[config.mk]
export PLATFORM = sky130hd
export DESIGN_NAME = instr_encoder_flat
export DESIGN_NICKNAME = d
export VERILOG_FILES = /design/src/rtl/instr_encoder_pkg.sv /design/src/rtl/instr_encoder_if.sv /design/src/rtl/instr_pack.sv /design/src/rtl/instr_encoder.sv /design/src/flat_wrapper.sv
export SDC_FILE = /design/constraint.sdc
export NUM_CORES = 1
export LEC_CHECK = 0
export BUFFER_PORTS_ARGS = -buffer_cell sky130_fd_sc_hd__buf_4
export CORE_MARGIN = 2
export CORE_UTILIZATION = 54
export CTS_CLUSTER_SIZE = 8
export DETAILED_ROUTE_END_ITERATION = 10
export GPL_TIMING_DRIVEN = 0
export PLACE_DENSITY = 0.77
export SYNTH_ARGS = -nofsm -noshare
export SYNTH_HDL_FRONTEND = slang
export SYNTH_SLANG_ARGS = --single-unit
export TNS_END_PERCENT = 5
[constraint.sdc]
create_clock -name clk -period 3.3 [get_ports clk]
set_input_delay 0.165 -clock clk [delete_from_list [all_inputs] [get_ports clk]]
set_output_delay 0.165 -clock clk [all_outputs]
set_load 0.01 [all_outputs]
[src/rtl/instr_encoder_pkg.sv]
// Shared definitions for the MIPS instruction encoder: op enum, opcode/funct
// constants, request payload and the word-building helpers.
package instr_encoder_pkg;

    localparam int unsigned OP_W    = 5;
    localparam int unsigned REG_W   = 5;
    localparam int unsigned IMM_W   = 16;
    localparam int unsigned TGT_W   = 26;
    localparam int unsigned WORD_W  = 32;
    localparam int unsigned OPC_W   = 6;
    localparam int unsigned FUNCT_W = 6;
    localparam int unsigned SHAMT_W = 5;

    typedef enum logic [OP_W-1:0] {
        OP_ADD   = 5'd0,
        OP_SUB   = 5'd1,
        OP_AND   = 5'd2,
        OP_OR    = 5'd3,
        OP_SLT   = 5'd4,
        OP_LW    = 5'd5,
        OP_SW    = 5'd6,
        OP_BEQ   = 5'd7,
        OP_BNE   = 5'd8,
        OP_ADDI  = 5'd9,
        OP_J     = 5'd10,
        OP_JAL   = 5'd11,
        OP_ANDI  = 5'd12,
        OP_ORI   = 5'd13,
        OP_XORI  = 5'd14,
        OP_SLTI  = 5'd15,
        OP_SLTIU = 5'd16,
        OP_LUI   = 5'd17
    } op_e;

    typedef enum logic [1:0] {
        ST_EMPTY = 2'd0,
        ST_ONE   = 2'd1,
        ST_FULL  = 2'd2
    } fifo_state_e;

    typedef struct packed {
        logic [OP_W-1:0]  op;
        logic [REG_W-1:0] rs;
        logic [REG_W-1:0] rt;
        logic [REG_W-1:0] rd;
        logic [IMM_W-1:0] imm;
        logic [TGT_W-1:0] target;
    } req_t;

    localparam logic [OPC_W-1:0] OPC_SPECIAL = 6'd0;
    localparam logic [OPC_W-1:0] OPC_J       = 6'd2;
    localparam logic [OPC_W-1:0] OPC_JAL     = 6'd3;
    localparam logic [OPC_W-1:0] OPC_BEQ     = 6'd4;
    localparam logic [OPC_W-1:0] OPC_BNE     = 6'd5;
    localparam logic [OPC_W-1:0] OPC_ADDI    = 6'd8;
    localparam logic [OPC_W-1:0] OPC_SLTI    = 6'd10;
    localparam logic [OPC_W-1:0] OPC_SLTIU   = 6'd11;
    localparam logic [OPC_W-1:0] OPC_ANDI    = 6'd12;
    localparam logic [OPC_W-1:0] OPC_ORI     = 6'd13;
    localparam logic [OPC_W-1:0] OPC_XORI    = 6'd14;
    localparam logic [OPC_W-1:0] OPC_LUI     = 6'd15;
    localparam logic [OPC_W-1:0] OPC_LW      = 6'd35;
    localparam logic [OPC_W-1:0] OPC_SW      = 6'd43;

    localparam logic [FUNCT_W-1:0] FN_ADD = 6'd32;
    localparam logic [FUNCT_W-1:0] FN_SUB = 6'd34;
    localparam logic [FUNCT_W-1:0] FN_AND = 6'd36;
    localparam logic [FUNCT_W-1:0] FN_OR  = 6'd37;
    localparam logic [FUNCT_W-1:0] FN_SLT = 6'd42;

    // Codes above OP_LUI are reserved and must be dropped.
    function automatic logic is_legal_op(input logic [OP_W-1:0] op);
        return op <= OP_LUI;
    endfunction

    function automatic logic [WORD_W-1:0] enc_r(input logic [FUNCT_W-1:0] funct,
                                                input logic [REG_W-1:0]   rs,
                                                input logic [REG_W-1:0]   rt,
                                                input logic [REG_W-1:0]   rd);
        return {OPC_SPECIAL, rs, rt, rd, SHAMT_W'(0), funct};
    endfunction

    function automatic logic [WORD_W-1:0] enc_i(input logic [OPC_W-1:0] opc,
                                                input logic [REG_W-1:0] rs,
                                                input logic [REG_W-1:0] rt,
                                                input logic [IMM_W-1:0] imm);
        return {opc, rs, rt, imm};
    endfunction

    function automatic logic [WORD_W-1:0] enc_j(input logic [OPC_W-1:0] opc,
                                                input logic [TGT_W-1:0] target);
        return {opc, target};
    endfunction

endpackage

[src/rtl/instr_encoder_if.sv]
// Request and instruction-word handshake bundle for instr_encoder, plus the
// sticky status flags.
interface instr_encoder_if #(
    parameter int unsigned ADDR_W = 8
);
    import instr_encoder_pkg::*;

    logic              in_valid;
    logic              in_ready;
    logic [OP_W-1:0]   in_op;
    logic [REG_W-1:0]  in_rs;
    logic [REG_W-1:0]  in_rt;
    logic [REG_W-1:0]  in_rd;
    logic [IMM_W-1:0]  in_imm;
    logic [TGT_W-1:0]  in_target;

    logic              out_valid;
    logic              out_ready;
    logic [WORD_W-1:0] out_word;
    logic [ADDR_W-1:0] out_addr;

    logic              illegal;
    logic              wrapped;

    modport master (
        output in_valid, in_op, in_rs, in_rt, in_rd, in_imm, in_target, out_ready,
        input  in_ready, out_valid, out_word, out_addr, illegal, wrapped
    );

    modport slave (
        input  in_valid, in_op, in_rs, in_rt, in_rd, in_imm, in_target, out_ready,
        output in_ready, out_valid, out_word, out_addr, illegal, wrapped
    );

endinterface

[src/rtl/instr_pack.sv]
// Combinational MIPS encoder: request fields in, instruction word and
// legal-op flag out (both outputs are unregistered).
module instr_pack
    import instr_encoder_pkg::*;
(
    input  req_t              req_i,
    output logic [WORD_W-1:0] word_c_o,
    output logic              legal_c_o
);

    always_comb begin
        word_c_o  = '0;
        legal_c_o = is_legal_op(req_i.op);
        case (req_i.op)
            OP_ADD:   word_c_o = enc_r(FN_ADD, req_i.rs, req_i.rt, req_i.rd);
            OP_SUB:   word_c_o = enc_r(FN_SUB, req_i.rs, req_i.rt, req_i.rd);
            OP_AND:   word_c_o = enc_r(FN_AND, req_i.rs, req_i.rt, req_i.rd);
            OP_OR:    word_c_o = enc_r(FN_OR,  req_i.rs, req_i.rt, req_i.rd);
            OP_SLT:   word_c_o = enc_r(FN_SLT, req_i.rs, req_i.rt, req_i.rd);
            OP_LW:    word_c_o = enc_i(OPC_LW,    req_i.rs, req_i.rt, req_i.imm);
            OP_SW:    word_c_o = enc_i(OPC_SW,    req_i.rs, req_i.rt, req_i.imm);
            OP_BEQ:   word_c_o = enc_i(OPC_BEQ,   req_i.rs, req_i.rt, req_i.imm);
            OP_BNE:   word_c_o = enc_i(OPC_BNE,   req_i.rs, req_i.rt, req_i.imm);
            OP_ADDI:  word_c_o = enc_i(OPC_ADDI,  req_i.rs, req_i.rt, req_i.imm);
            OP_ANDI:  word_c_o = enc_i(OPC_ANDI,  req_i.rs, req_i.rt, req_i.imm);
            OP_ORI:   word_c_o = enc_i(OPC_ORI,   req_i.rs, req_i.rt, req_i.imm);
            OP_XORI:  word_c_o = enc_i(OPC_XORI,  req_i.rs, req_i.rt, req_i.imm);
            OP_SLTI:  word_c_o = enc_i(OPC_SLTI,  req_i.rs, req_i.rt, req_i.imm);
            OP_SLTIU: word_c_o = enc_i(OPC_SLTIU, req_i.rs, req_i.rt, req_i.imm);
            // LUI has no source register; rs is forced to zero.
            OP_LUI:   word_c_o = enc_i(OPC_LUI, REG_W'(0), req_i.rt, req_i.imm);
            OP_J:     word_c_o = enc_j(OPC_J,   req_i.target);
            OP_JAL:   word_c_o = enc_j(OPC_JAL, req_i.target);
            default:  word_c_o = '0;
        endcase
    end

endmodule

[src/rtl/instr_encoder.sv]
// Encodes requests into MIPS words and buffers them in a 2-entry output FIFO,
// tagging each word with a wrapping instruction-memory address.
module instr_encoder
    import instr_encoder_pkg::*;
#(
    parameter int unsigned ADDR_W    = 8,
    parameter int unsigned BASE_ADDR = 0
) (
    input  logic            clk,
    input  logic            reset,
    input  logic            restart,
    instr_encoder_if.slave  bus
);

    localparam logic [ADDR_W-1:0] BASE = ADDR_W'(BASE_ADDR);

    fifo_state_e       state_q, state_d;
    logic [WORD_W-1:0] head_word_q, head_word_d;
    logic [ADDR_W-1:0] head_addr_q, head_addr_d;
    logic [WORD_W-1:0] tail_word_q, tail_word_d;
    logic [ADDR_W-1:0] tail_addr_q, tail_addr_d;
    logic [ADDR_W-1:0] addr_q, addr_d;
    logic              out_valid_q, out_valid_d;
    logic              illegal_q, illegal_d;
    logic              wrapped_q, wrapped_d;

    req_t              req;
    logic [WORD_W-1:0] pack_word;
    logic              pack_legal;
    logic              in_ready_c;
    logic              accept;
    logic              push;
    logic              pop;

    assign req = '{op:     bus.in_op,
                   rs:     bus.in_rs,
                   rt:     bus.in_rt,
                   rd:     bus.in_rd,
                   imm:    bus.in_imm,
                   target: bus.in_target};

    instr_pack u_pack (
        .req_i     (req),
        .word_c_o  (pack_word),
        .legal_c_o (pack_legal)
    );

    // A pop in the same cycle does not open the FIFO to a third word.
    assign in_ready_c = (state_q != ST_FULL);
    assign accept     = bus.in_valid && in_ready_c;
    assign push       = accept && pack_legal;
    assign pop        = out_valid_q && bus.out_ready;

    always_ff @(posedge clk or posedge reset) begin
        if (reset) begin
            state_q     <= ST_EMPTY;
            head_word_q <= '0;
            head_addr_q <= BASE;
            tail_word_q <= '0;
            tail_addr_q <= BASE;
            addr_q      <= BASE;
            out_valid_q <= 1'b0;
            illegal_q   <= 1'b0;
            wrapped_q   <= 1'b0;
        end else begin
            state_q     <= state_d;
            head_word_q <= head_word_d;
            head_addr_q <= head_addr_d;
            tail_word_q <= tail_word_d;
            tail_addr_q <= tail_addr_d;
            addr_q      <= addr_d;
            out_valid_q <= out_valid_d;
            illegal_q   <= illegal_d;
            wrapped_q   <= wrapped_d;
        end
    end

    always_comb begin
        state_d     = state_q;
        head_word_d = head_word_q;
        head_addr_d = head_addr_q;
        tail_word_d = tail_word_q;
        tail_addr_d = tail_addr_q;
        addr_d      = addr_q;
        illegal_d   = illegal_q;
        wrapped_d   = wrapped_q;

        if (restart) begin
            state_d   = ST_EMPTY;
            addr_d    = BASE;
            illegal_d = 1'b0;
            wrapped_d = 1'b0;
        end else begin
            if (accept && !pack_legal) begin
                illegal_d = 1'b1;
            end
            if (push) begin
                addr_d = addr_q + ADDR_W'(1);
                if (addr_q == '1) begin
                    wrapped_d = 1'b1;
                end
            end

            case (state_q)
                ST_EMPTY: begin
                    if (push) begin
                        head_word_d = pack_word;
                        head_addr_d = addr_q;
                        state_d     = ST_ONE;
                    end
                end
                ST_ONE: begin
                    if (push && pop) begin
                        head_word_d = pack_word;
                        head_addr_d = addr_q;
                    end else if (push) begin
                        tail_word_d = pack_word;
                        tail_addr_d = addr_q;
                        state_d     = ST_FULL;
                    end else if (pop) begin
                        state_d = ST_EMPTY;
                    end
                end
                ST_FULL: begin
                    if (pop) begin
                        head_word_d = tail_word_q;
                        head_addr_d = tail_addr_q;
                        state_d     = ST_ONE;
                    end
                end
                default: state_d = ST_EMPTY;
            endcase
        end

        out_valid_d = (state_d != ST_EMPTY);
    end

    assign bus.in_ready  = in_ready_c;
    assign bus.out_valid = out_valid_q;
    assign bus.out_word  = head_word_q;
    assign bus.out_addr  = head_addr_q;
    assign bus.illegal   = illegal_q;
    assign bus.wrapped   = wrapped_q;

endmodule

[src/flat_wrapper.sv]
// flat-port wrapper written by rule: the top's interface ports become plain ports
module instr_encoder_flat import instr_encoder_pkg::*;
#(
    parameter int unsigned ADDR_W    = 8,
    parameter int unsigned BASE_ADDR = 0
)
  (clk, reset, restart, bus_in_valid, bus_in_op, bus_in_rs, bus_in_rt, bus_in_rd, bus_in_imm, bus_in_target, bus_out_ready, bus_in_ready, bus_out_valid, bus_out_word, bus_out_addr, bus_illegal, bus_wrapped);
  instr_encoder_if #(.ADDR_W(ADDR_W)) bus_i ();
  input  logic clk;
  input  logic reset;
  input  logic restart;
  input wire logic [$bits(bus_i.in_valid)-1:0] bus_in_valid;
  input wire logic [$bits(bus_i.in_op)-1:0] bus_in_op;
  input wire logic [$bits(bus_i.in_rs)-1:0] bus_in_rs;
  input wire logic [$bits(bus_i.in_rt)-1:0] bus_in_rt;
  input wire logic [$bits(bus_i.in_rd)-1:0] bus_in_rd;
  input wire logic [$bits(bus_i.in_imm)-1:0] bus_in_imm;
  input wire logic [$bits(bus_i.in_target)-1:0] bus_in_target;
  input wire logic [$bits(bus_i.out_ready)-1:0] bus_out_ready;
  output wire logic [$bits(bus_i.in_ready)-1:0] bus_in_ready;
  output wire logic [$bits(bus_i.out_valid)-1:0] bus_out_valid;
  output wire logic [$bits(bus_i.out_word)-1:0] bus_out_word;
  output wire logic [$bits(bus_i.out_addr)-1:0] bus_out_addr;
  output wire logic [$bits(bus_i.illegal)-1:0] bus_illegal;
  output wire logic [$bits(bus_i.wrapped)-1:0] bus_wrapped;
  assign bus_i.in_valid = bus_in_valid;
  assign bus_i.in_op = bus_in_op;
  assign bus_i.in_rs = bus_in_rs;
  assign bus_i.in_rt = bus_in_rt;
  assign bus_i.in_rd = bus_in_rd;
  assign bus_i.in_imm = bus_in_imm;
  assign bus_i.in_target = bus_in_target;
  assign bus_i.out_ready = bus_out_ready;
  assign bus_in_ready = bus_i.in_ready;
  assign bus_out_valid = bus_i.out_valid;
  assign bus_out_word = bus_i.out_word;
  assign bus_out_addr = bus_i.out_addr;
  assign bus_illegal = bus_i.illegal;
  assign bus_wrapped = bus_i.wrapped;
  instr_encoder #(.ADDR_W(ADDR_W), .BASE_ADDR(BASE_ADDR)) u_core (.clk(clk), .reset(reset), .restart(restart), .bus(bus_i));
endmodule
Yosys cells after proc, flatten, opt, wreduce, memory -nomap -nowiden
Cells that the tools add are included.
{"block": "word_totals", "regBits": 93, "output_inout_bits": 44}
{"block": "op_classes", "eq_ne": 24, "order_cmp": 1, "bitwise": 2, "n_reduce_logical": 16, "n_addsub": 1, "muxes": 23}
{"cell": "case mux 32 bit (18 select lines)", "n": 1}
{"cell": "2-to-1 mux 32 bit", "n": 3}
{"cell": "case mux 32 bit (3 select lines)", "n": 1}
{"cell": "== test 5 x 4 -> 1 bit, second input constant", "n": 8}
{"cell": "2-to-1 mux 8 bit", "n": 5}
{"cell": "case mux 8 bit (3 select lines)", "n": 1}
{"cell": "== test 5 x 3 -> 1 bit, second input constant", "n": 4}
{"cell": "2-to-1 mux 2 bit", "n": 6}
{"cell": "== test 5 x 2 -> 1 bit, second input constant", "n": 2}
{"cell": "== test 5 bit, second input constant", "n": 2}
{"cell": "adder 8 x 1 -> 8 bit, second input constant", "n": 1}
{"cell": "== test 8 bit, second input constant", "n": 1}
{"cell": "nonzero test 2 bit", "n": 4}
{"cell": "!= test 2 x 1 -> 1 bit, second input constant", "n": 3}
{"cell": "case mux 2 bit (3 select lines)", "n": 1}
{"cell": "== test 5 x 1 -> 1 bit, second input constant", "n": 1}
{"cell": "<= comparator 5 bit, second input constant", "n": 1}
{"cell": "logical AND 1 bit", "n": 5}
{"cell": "zero test 5 bit", "n": 1}
{"cell": "2-to-1 mux 1 bit", "n": 5}
{"cell": "AND reduction 5 bit", "n": 1}
{"cell": "AND reduction 4 bit", "n": 1}
{"cell": "nonzero test 3 bit", "n": 1}
{"cell": "== test 2 x 1 -> 1 bit, second input constant", "n": 1}
{"cell": "6 further kinds", "n": 7}

Longest topological paths before layout
Gate-level depths: netlist of the first run.
{"block": "logic_depth", "depth_word": 8, "depth_mapped": 7, "mapped_depth_nobuf": 6}

Cells and area by module
Synthesis of the first run repeated with hierarchy kept, for this count alone.
{"block": "hier_totals", "hier_cells": 418, "area_unflattened_um2": 4705.8}
{"module": "instr_encoder", "seq_area_each_um2": 2327.2, "cells_each": 328, "area_per_inst_um2": 4036.4, "instances": 1}
{"module": "instr_pack", "seq_area_each_um2": 0.0, "cells_each": 90, "area_per_inst_um2": 669.4, "instances": 1}

Least setup slack after synthesis of the first run
Ideal clock, no wire load.
{"block": "synth_path", "path_type": "in2reg", "startpoint": "input bus_in_op[1]", "endpoint": "register u_core.tail_addr_q[0]", "path_buffers": 1, "t_arrival_ns": 1.676, "setup_time_ns": 0.125, "required_time_ns": 3.175, "slack_ns": 1.500, "path_stages": 4, "path_cell_list": "or4b_1 > a2111oi_4 > buf_4 > mux2_2"}
{"block": "synth_between", "elab_chain_cells": 5}
{"element": "start, declared", "line": "flat_wrapper.sv:13", "rtl": "input wire logic [$bits(bus_i.in_op)-1:0] bus_in_op;"}
{"element": "<= comparator 5 bit (*)", "line": "instr_encoder_pkg.sv:73", "rtl": "return op <= OP_LUI;"}
{"element": "logical AND 1 bit (*)", "line": "instr_encoder.sv:51", "rtl": "assign push = accept && pack_legal;"}
{"element": "logical AND 1 bit", "line": "instr_encoder.sv:113", "rtl": "if (push && pop) begin"}
{"element": "inverter 1 bit (no line)"}
{"element": "AND reduction 4 bit (no line) (*)"}
{"element": "end signal, assigned", "line": "instr_encoder.sv:70", "rtl": "tail_addr_q <= tail_addr_d;"}
{"element": "end, declared", "line": "instr_encoder.sv:21", "rtl": "logic [ADDR_W-1:0] tail_addr_q, tail_addr_d;"}
Mark *: on every way between the ends. The rest lies on a longest branch, timed or not.
A chain may end at the register's enable or synchronous reset.

Worst setup path in the final report of the first run
{"block": "layout_path", "startpoint": "register u_core.state_q[1]", "endpoint": "output bus_in_ready"}
{"block": "layout_between", "elab_chain_cells": 1}
{"element": "start, declared", "line": "instr_encoder.sv:17", "rtl": "fifo_state_e state_q, state_d;"}
{"element": "start signal, assigned", "line": "instr_encoder.sv:66", "rtl": "state_q <= state_d;"}
{"element": "!= test 2 bit", "line": "instr_encoder.sv:49", "rtl": "assign in_ready_c = (state_q != ST_FULL);"}
{"element": "end, declared", "line": "flat_wrapper.sv:20", "rtl": "output wire logic [$bits(bus_i.in_ready)-1:0] bus_in_ready;"}
Every way passes these cells.

==> results of run 1 <==
final timing paths:
check,from,end,slack [ns],depth (start not counted)
worst min register to register,u_core.tail_word_q[29],u_core.tail_word_q[29],0.50,1
max in group asynchronous,reset,u_core.addr_q[7],2.25,4
min in group asynchronous,reset,u_core.bus.out_word[24],0.41,3
worst min-delay path,bus_in_imm[11],u_core.tail_word_q[11],0.09,3
worst max-delay path,u_core.state_q[1],bus_in_ready,1.02,6
worst max register to register,u_core.state_q[1],u_core.bus.out_word[8],1.07,6
metal layers:
layer | track usage | up-vias
met5 | 0 | -
met4 | 0.119 | 0
met3 | 0.0709 | 30
met2 | 0.483 | 186
met1 | 0.394 | 2234
li1 | - | 2098
tightest hold or removal path: cells and delay by family:
kind            cells  cell delay (ns)
compound gates      2             0.17
buf+inv             1             0.08
timing repair:
action / CTS / global route
hold endpoints to repair: 41 / 0
hold buffers: 1 / 0
buffers inserted: 0 / 0
setup endpoints to repair: 0 / 0
power breakdown:
part	total, mW	internal, mW	switching (mW)
combinational	0.744	0.358	0.386
sequential	1.49	1.36	0.134
clock	0.704	0.281	0.424
synthesized netlist by cell type (2+ instances only):
cell type,n
sky130_fd_sc_hd__clkbuf_1,28
sky130_fd_sc_hd__o22ai_1,2
sky130_fd_sc_hd__nand2_1,7
sky130_fd_sc_hd__a221oi_1,17
sky130_fd_sc_hd__nor2_1,68
sky130_fd_sc_hd__xor2_1,3
sky130_fd_sc_hd__a41oi_1,3
sky130_fd_sc_hd__nor2b_1,4
sky130_fd_sc_hd__nor3b_1,2
sky130_fd_sc_hd__o211ai_1,3
sky130_fd_sc_hd__nor3_1,3
sky130_fd_sc_hd__nand3_1,4
sky130_fd_sc_hd__a22oi_1,17
sky130_fd_sc_hd__o21ai_0,51
sky130_fd_sc_hd__nand2b_1,5
sky130_fd_sc_hd__or4b_2,2
sky130_fd_sc_hd__o21a_1,2
sky130_fd_sc_hd__buf_2,9
sky130_fd_sc_hd__buf_4,7
sky130_fd_sc_hd__mux2_2,10
sky130_fd_sc_hd__a21oi_1,47
sky130_fd_sc_hd__dfrtp_1,91
sky130_fd_sc_hd__nand4_1,7
sky130_fd_sc_hd__a31oi_1,4
sky130_fd_sc_hd__or2_2,2
sky130_fd_sc_hd__or4_1,3
sky130_fd_sc_hd__and2_1,3
sky130_fd_sc_hd__buf_1,3
sky130_fd_sc_hd__mux2i_1,10
sky130_fd_sc_hd__o31ai_1,31
sky130_fd_sc_hd__a32o_1,6
sky130_fd_sc_hd__or3_1,3
sky130_fd_sc_hd__inv_1,8
sky130_fd_sc_hd__a211oi_1,11
cell type report:
| type | instances | area share |
|---|---|---|
| plain buffers | 47 | 0.0362 |
| inverters | 8 | 0.00550 |
| clock buffers | 10 | 0.0216 |
| flip-flops and latches | 91 | 0.385 |
| well taps | 108 | 0.0229 |
| multi-input cells | 351 | 0.378 |
| repair buffers | 109 | 0.142 |
| clock inverters | 6 | 0.00847 |
metrics by stage:
stage / setup WS (ns) / utilization / hold WS, ns / total power [mW] / cell area [um^2]
5_1_grt: 0.873 / 0.684 / 0.0942 / 3.11 / 5910
6_report: 1.02 / 0.684 / 0.0893 / 2.94 / 5910
3_5_place_dp: 0.822 / 0.663 / 0.265 / 2.25 / 5720
2_1_floorplan: 0.771 / - / 0.366 / 1.91 / 4750
4_1_cts: 1.06 / 0.684 / 0.0880 / 2.95 / 5910
3_3_place_gp: -0.311 / 0.659 / 0.465 / 2.21 / 5690
kinds of logic (layout without fill, tap and decap cells):
logic type | count (synthesis) | after routing | share of synthesized area
buffers and inverters | 55 | 180 | 0.0513
adder cells (fa/ha/maj) | 2 | 2 | 0.00474
other | 1 | 1 | 0.000789
flip-flops | 91 | 91 | 0.479
AND/OR/NAND/NOR | 120 | 120 | 0.123
multiplexers | 20 | 20 | 0.0447
AO/OA/AOI/OAI | 204 | 204 | 0.289
XOR/XNOR | 4 | 4 | 0.00737
state kept, by name, summed over array words and instances (netlist names):
| register | cells |
|---|---|
| u_core.bus.out_word | 31 |
| u_core.bus.illegal | 1 |
| u_core.tail_word_q | 31 |
| u_core.state_q | 2 |
| u_core.tail_addr_q | 8 |
| u_core.bus.out_addr | 8 |
| u_core.bus.wrapped | 1 |
| u_core.bus.out_valid | 1 |
| u_core.addr_q | 8 |
==> results.txt, run 1 <==
The area of the core came out at about 0.0086 mm^2. STA classifies the critical path startpoint as a flop. Of the cells placed in the final design, the portion with a size suffix greater than 1 is 0.259. The share of synthesized area occupied by flip-flops and latches came out at 0.479. The most common library cell in the layout ignoring fill and taps is sky130_fd_sc_hd__buf_4. The final HPWL from detailed placement came out at roughly 10 mm.

The register clock-pin slew on the reported worst setup and hold paths is 0.09 ns. The number of standard cells after synthesis came out at just under 500. TritonCTS built the clock tree.

STA classifies the critical path endpoint as a primary output. The area overhead of the layout relative to synthesis is 24.3%. The detailed router put a total of between 5 and 6 mm of wire on met1. The worst stage delay on the critical path is 0.46 ns. The most used flip-flop cell after synthesis is sky130_fd_sc_hd__dfrtp_1. The number of maximum-capacitance violations came out at 0. The arrival time at the worst endpoint came out at around 2.1 ns.

For the final routed database, the setup TNS stands at 0 ns. The total of buffers placed on input and output ports is roughly 110. Measured against its own limit, the worst slew margin works out to 0.438.

The flow ran to the end, and the final reports show no timing, DRC or antenna violations. The tightest min-delay check is of the input port to flop type. By startpoint and endpoint, the worst setup path is classified as flop to primary output. The number of unique standard cell types used by synthesis came out at 55. The uppermost layer routed is met4. For this design the ratio of total power to cell area is 497 mW/mm^2.

The share of flip-flops with an asynchronous set or reset after synthesis is 1.00. The met3 wirelength from detailed routing came out at a little over 1 mm. The average size of a mapped cell came out at around 9.6 um^2. The number of pins exceeding their max-slew limit in the final report is 0.

The detail route stage leaves a number of antenna-violating nets equal to 0. In this run the clock root is driven by a sky130_fd_sc_hd__clkbuf_8. The total CTS buffers came out at 9. The final layout contains routed wiring with a total length of roughly 14 mm. Between clock sinks in the finished design, the worst skew comes to between 0.01 and 0.015 ns. In this run, synthesis inferred 0 flip-flops with an integrated enable. Dividing the detail-routed via count by the number of cells gives between 6 and 7. The highest achievable clock rate is 439 MHz. The gate family responsible for the most delay along the worst path is buffers and inverters. The actual transition at the worst max-transition pin is 0.834 ns. The detailed-route wire length per cell came out at ~19 um. The number of clock sinks came out at 91.

For this design the top-level I/O count stands at about 110. The floorplan has 34 rows. For this design, the slowest cell found on the critical path is sky130_fd_sc_hd__buf_1. The overall die area is 0.00957 mm^2. The later pin in the worst-skew pair is clocked with a latency of 0.37 ns. The ratio of final minimum period to clock period is 0.690. The most prevalent standard cell on the critical path is sky130_fd_sc_hd__inv_1.

The critical path required time is ~3.1 ns. The antenna diode count is 0. The maximum fanout count along the critical path is 10. The area of the mapped netlist is around 0.0048 mm^2. Setup repair after global routing left no endpoint under its margin. The number of setup violations in the final report came out at 0.

For this run, design rule violations remaining after detail routing come to 0. The number of optimization iterations in the first detailed-route pass came out at 5. The global routing usage summed across all routing layers came out at 0.300.

The weighted congestion reported at the end of routability-driven placement is roughly 0.9. The number of buffers on the longest clock path is 2. The CTS H-tree depth came out at 3. The critical path contains buffers and inverters numbering 5 combined. Of all cell types, the one taking the most synthesized area is sky130_fd_sc_hd__dfrtp_1. The DRC marker count from the first detailed-route iteration is between 300 and 400. Sorting the synthesized cells by area gives the leading types as sky130_fd_sc_hd__dfrtp_1 48%, sky130_fd_sc_hd__o21ai_0 5.4%, sky130_fd_sc_hd__nor2_1 5.4%. After filler insertion, the fill cell instance count of the layout stands at between 700 and 800. The leakage power summed over all cells came out at ~2.6 nW. The total number of yosys warnings is 0.

The net count reported at finish came out at 685. In the final layout, flip-flops and latches occupy 0.00228 mm^2. The signal on the critical path passes through inv_1 > nor2_1 > inv_1 > buf_2 > buf_1 > buf_4. The post-route non-filler standard cell count came out at 730. The die height is roughly 98 um. The number of antenna violations at the first check in global routing came out at 0. The detailed-route via count is 4548. The number of cells in the design after placement came out at a little over 700.

The number of global-route vias before repair came out at around 4.5k. Summed over all nets, wire length on met2 after detailed routing comes to 6.80 mm. In this run the horizontal extent of the chip is approximately 98 um. The aggregate global routing overflow came out at 0. The maximum VDD drop is ~0.36 mV. The clock period could shrink to ~2.3 ns.

In the final layout, the multi-input gates occupy around 0.0022 mm^2. The number of gates given a new drive strength after cts came out at 0. The post-synthesis net count came out at ~570. The first global-routing pass estimated 22.9 mm of wire. The pin count of the biggest net entering global routing came out at between 50 and 60.

The library cells used most frequently in the layout, excluding fill and tap cells, are 114 x sky130_fd_sc_hd__buf_4, 91 x sky130_fd_sc_hd__dfrtp_1, 68 x sky130_fd_sc_hd__nor2_1. The total of flip-flops plus latches after synthesis is just over 90. For this configuration, the core starts out at a cell density of 0.550. The top cell type's share of synthesized area is 0.479. The number of hold-slack violations in the final timing report is 0.
Power figures use the tool's default switching activity.
==> run 2: changes to the inputs <==
--- a/config.mk
+++ b/config.mk
@@ -7,11 +7,11 @@
 export LEC_CHECK = 0
 export BUFFER_PORTS_ARGS = -buffer_cell sky130_fd_sc_hd__buf_4
 export CORE_MARGIN = 2
-export CORE_UTILIZATION = 54
+export CORE_UTILIZATION = 49
 export CTS_CLUSTER_SIZE = 8
 export DETAILED_ROUTE_END_ITERATION = 10
 export GPL_TIMING_DRIVEN = 0
-export PLACE_DENSITY = 0.77
+export PLACE_DENSITY = 0.74
 export SYNTH_ARGS = -nofsm -noshare
 export SYNTH_HDL_FRONTEND = slang
 export SYNTH_SLANG_ARGS = --single-unit
==> constraint.sdc (replaced) <==
create_clock -name clk -period 1.94 [get_ports clk]
set_input_delay 0.097 -clock clk [delete_from_list [all_inputs] [get_ports clk]]
set_output_delay 0.097 -clock clk [all_outputs]
set_load 0.01 [all_outputs]
==> run 2 against run 1 <==
- the flow now finishes with violations (setup timing)
- largest cell class unchanged
- sequential power increased by 70%
- critical endpoint is now u_core.bus.out_word[4]
- power increased by 74%
- final cell count increased by 3.0%
- largest power group unchanged
- via count decreased by 0.11%
==> results.txt, run 2 (synthesis results as in run 1) <==
The worst slew margin relative to its limit is 0.439. In this run the remaining antenna-violating nets after routing total 0. Among the stages of the critical path, the cell type that occurs most often is sky130_fd_sc_hd__buf_4. The CTS H-tree depth came out at 3. The endpoint with the worst hold slack is u_core.tail_word_q[13]. The worst stage delay on the critical path is 0.42 ns. The overall die area came out at between 0.01 and 0.015 mm^2. The initialized floorplan defines 35 standard-cell rows. The number of pins exceeding their max-slew limit in the final report is 0. STA classifies the critical path endpoint as a flop.

The worst hold path begins at bus_in_imm[13]. IR analysis of the VDD net gives a maximum drop of 0.456 mV. The critical path is of the flop to flop type. The number of buffers on the longest clock path is 2. For the pin with the worst max-slew slack, the measured transition is ~0.83 ns. On the critical path the largest part of the delay comes from compound AO/OA/AOI/OAI gates. The arrival time at the worst endpoint came out at about 2.2 ns. The number of setup violations in the final report came out at 1. The register clock-pin slew on the reported worst setup and hold paths is ~0.090 ns. Clock tree synthesis selected as its root buffer the cell sky130_fd_sc_hd__clkbuf_8. Counting cells, the worst reg-to-reg path comes to 6. The reg-to-reg critical path startpoint is u_core.state_q[0]. The final worst setup slack is -0.000537 ns. After detailed routing, the number of vias per cell comes to between 6 and 7.

The critical path required time is approximately 2.2 ns. Dividing the final minimum period by the clock period gives 1.00. The first routing iteration left approximately 280 violations. For the final database, setup skew stands at about 0.01 ns. The utilization of the core after routing came out at 0.645. The wire length of the first global-routing pass is between 20 and 25 mm. The aggregate global routing overflow came out at 0. The run finished, with violations left. The total of buffers placed on input and output ports is ~110. 111 I/O pins were placed. The total wirelength of the detailed-routed design is roughly 14 mm.

In this run, CTS created clock tree buffers numbering 9. The highest achievable clock rate is between 500 and 600 MHz. For this run, the total global-route usage over all layers was measured as 0.268. Setup repair after global routing could not meet its margin everywhere. The end of the worst register-to-register path is u_core.bus.out_word[4]. The number of design rule violations left after detail routing is 0. The detailed-route via count came out at 4543. The die height is slightly above 100 um. The time the final worst path needs with I/O delays and setup came out at about 1.9 ns. Entering global routing, the biggest net connects 43 pins. The area overhead of the layout relative to synthesis came out at 26.5%. The effective utilization at floorplan is 0.510. The maximum fanout count along the critical path is 10. At the end of the flow, the number of nets in the layout was 687. The library cells used most frequently in the layout, excluding fill and tap cells, are 114 x sky130_fd_sc_hd__buf_4, 90 x sky130_fd_sc_hd__dfrtp_1, 68 x sky130_fd_sc_hd__nor2_1. For this design the ratio of total power to cell area is around 850 mW/mm^2. The leakage power summed over all cells came out at 2.70 nW. The congestion estimate from routability-driven global placement came to 0.904. Leaving out fill and tap cells, the most frequent cell in the layout is sky130_fd_sc_hd__buf_4. The slowest cell on the critical path is sky130_fd_sc_hd__dfrtp_1. TritonCTS built the clock tree. The worst hold path was traced through 3 stages.

The number of hold-slack violations in the final timing report is 0. The number of maximum-capacitance violations came out at 0. The checks that failed: setup timing.

In this run the standard cell core region covers around 0.0093 mm^2. STA classifies the critical path startpoint as a flop. For this design, the sink count on the clock tree is between 90 and 100. The number of optimization iterations in the first detailed-route pass came out at 5. The setup TNS came out at -0.000537 ns. The number of antenna violations at the first check in global routing came to 0. The detailed-route wire length per cell is 18.4 um. The classification of the worst-slack hold path is input port to flop.

The die is roughly 100 um wide. The final HPWL from detailed placement came out at just over 10 mm. The number of global-route vias before repair came to around 4.4k. The fraction of layout instances using a drive strength above 1 came out at 0.286.

The repair_antennas step left the layout with diodes totalling 0. The worst-skew pair later-pin latency came out at 0.35 ns. The register-to-register path setup slack is -0.0005 ns. The buffering stage count on the worst path with inverters included is 2.

Walking the worst path, the cells encountered are a21bo_2 > a41oi_2 > or2_2 > buf_4 > buf_4 > o31ai_1.
run 2: final cells by class:
type	instances	area (um^2)
inverter	8	33.8
tap	129	161
buffer	47	238
clock buffer	11	141
fill	814	3310
timing repair buffer	111	861
multi-input combinational	351	2250
sequential	91	2280
clock inverter	4	51.3
run 2: worst max path at each step:
stage | slack [ns] | startpoint | to | cells past startpoint
2_1_floorplan | 0.19 | u_core.bus.out_valid | u_core.tail_addr_q[0] | 4
3_3_place_gp | -0.43 | bus_in_op[2] | u_core.bus.out_word[4] | 7
3_5_place_dp | -0.42 | bus_in_op[2] | u_core.bus.out_word[6] | 7
4_1_cts | 0.005 | u_core.state_q[1] | bus_in_ready | 6
5_1_grt | -0.08 | bus_in_op[2] | u_core.bus.out_word[23] | 7
6_report | -0.0005 | u_core.state_q[0] | u_core.bus.out_word[4] | 6
run 2: routing by layer:
layer | up-vias | GRT usage | share of wire
li1 | 2111 | - | -
met1 | 2206 | 0.376 | 0.43
met2 | 201 | 0.420 | 0.48
met5 | - | 0 | 0
met3 | 25 | 0.0366 | 0.072
met4 | 0 | 0.112 | 0.017
run 2: through the flow:
step                instances  power, mW  setup WS (ns)  hold WS, ns  cell area (um^2)
floorplan                 497       3.25          0.188        0.298              4760
detailed placement        735       3.85         -0.424        0.174              5760
global placement          733       3.77         -0.431        0.403              5720
finish                    752       5.10      -0.000537       0.0526              6010
global route              752       5.40        -0.0811       0.0414              6010
CTS                       752       5.12        0.00539       0.0451              5990
run 2: tightest hold or removal path, stage by stage:
cell and delay [ns]:
sky130_fd_sc_hd__buf_4 0.09, sky130_fd_sc_hd__a21oi_1 0.06, sky130_fd_sc_hd__a21oi_1 0.13
run 2: where the power goes:
group / switching [mW] / internal (mW) / total (mW)
registers: 0.233 / 2.31 / 2.54
clock network: 0.645 / 0.625 / 1.27
logic: 0.671 / 0.619 / 1.29
total: 1.55 / 3.55 / 5.10
run 2: repair_timing:
action	CTS	global route
endpoints found under the hold margin	21	0
endpoints found under the setup margin	60	53
hold buffers	1	0
pin swaps	1	0
resized for setup	10	13
setup buffers	1	0
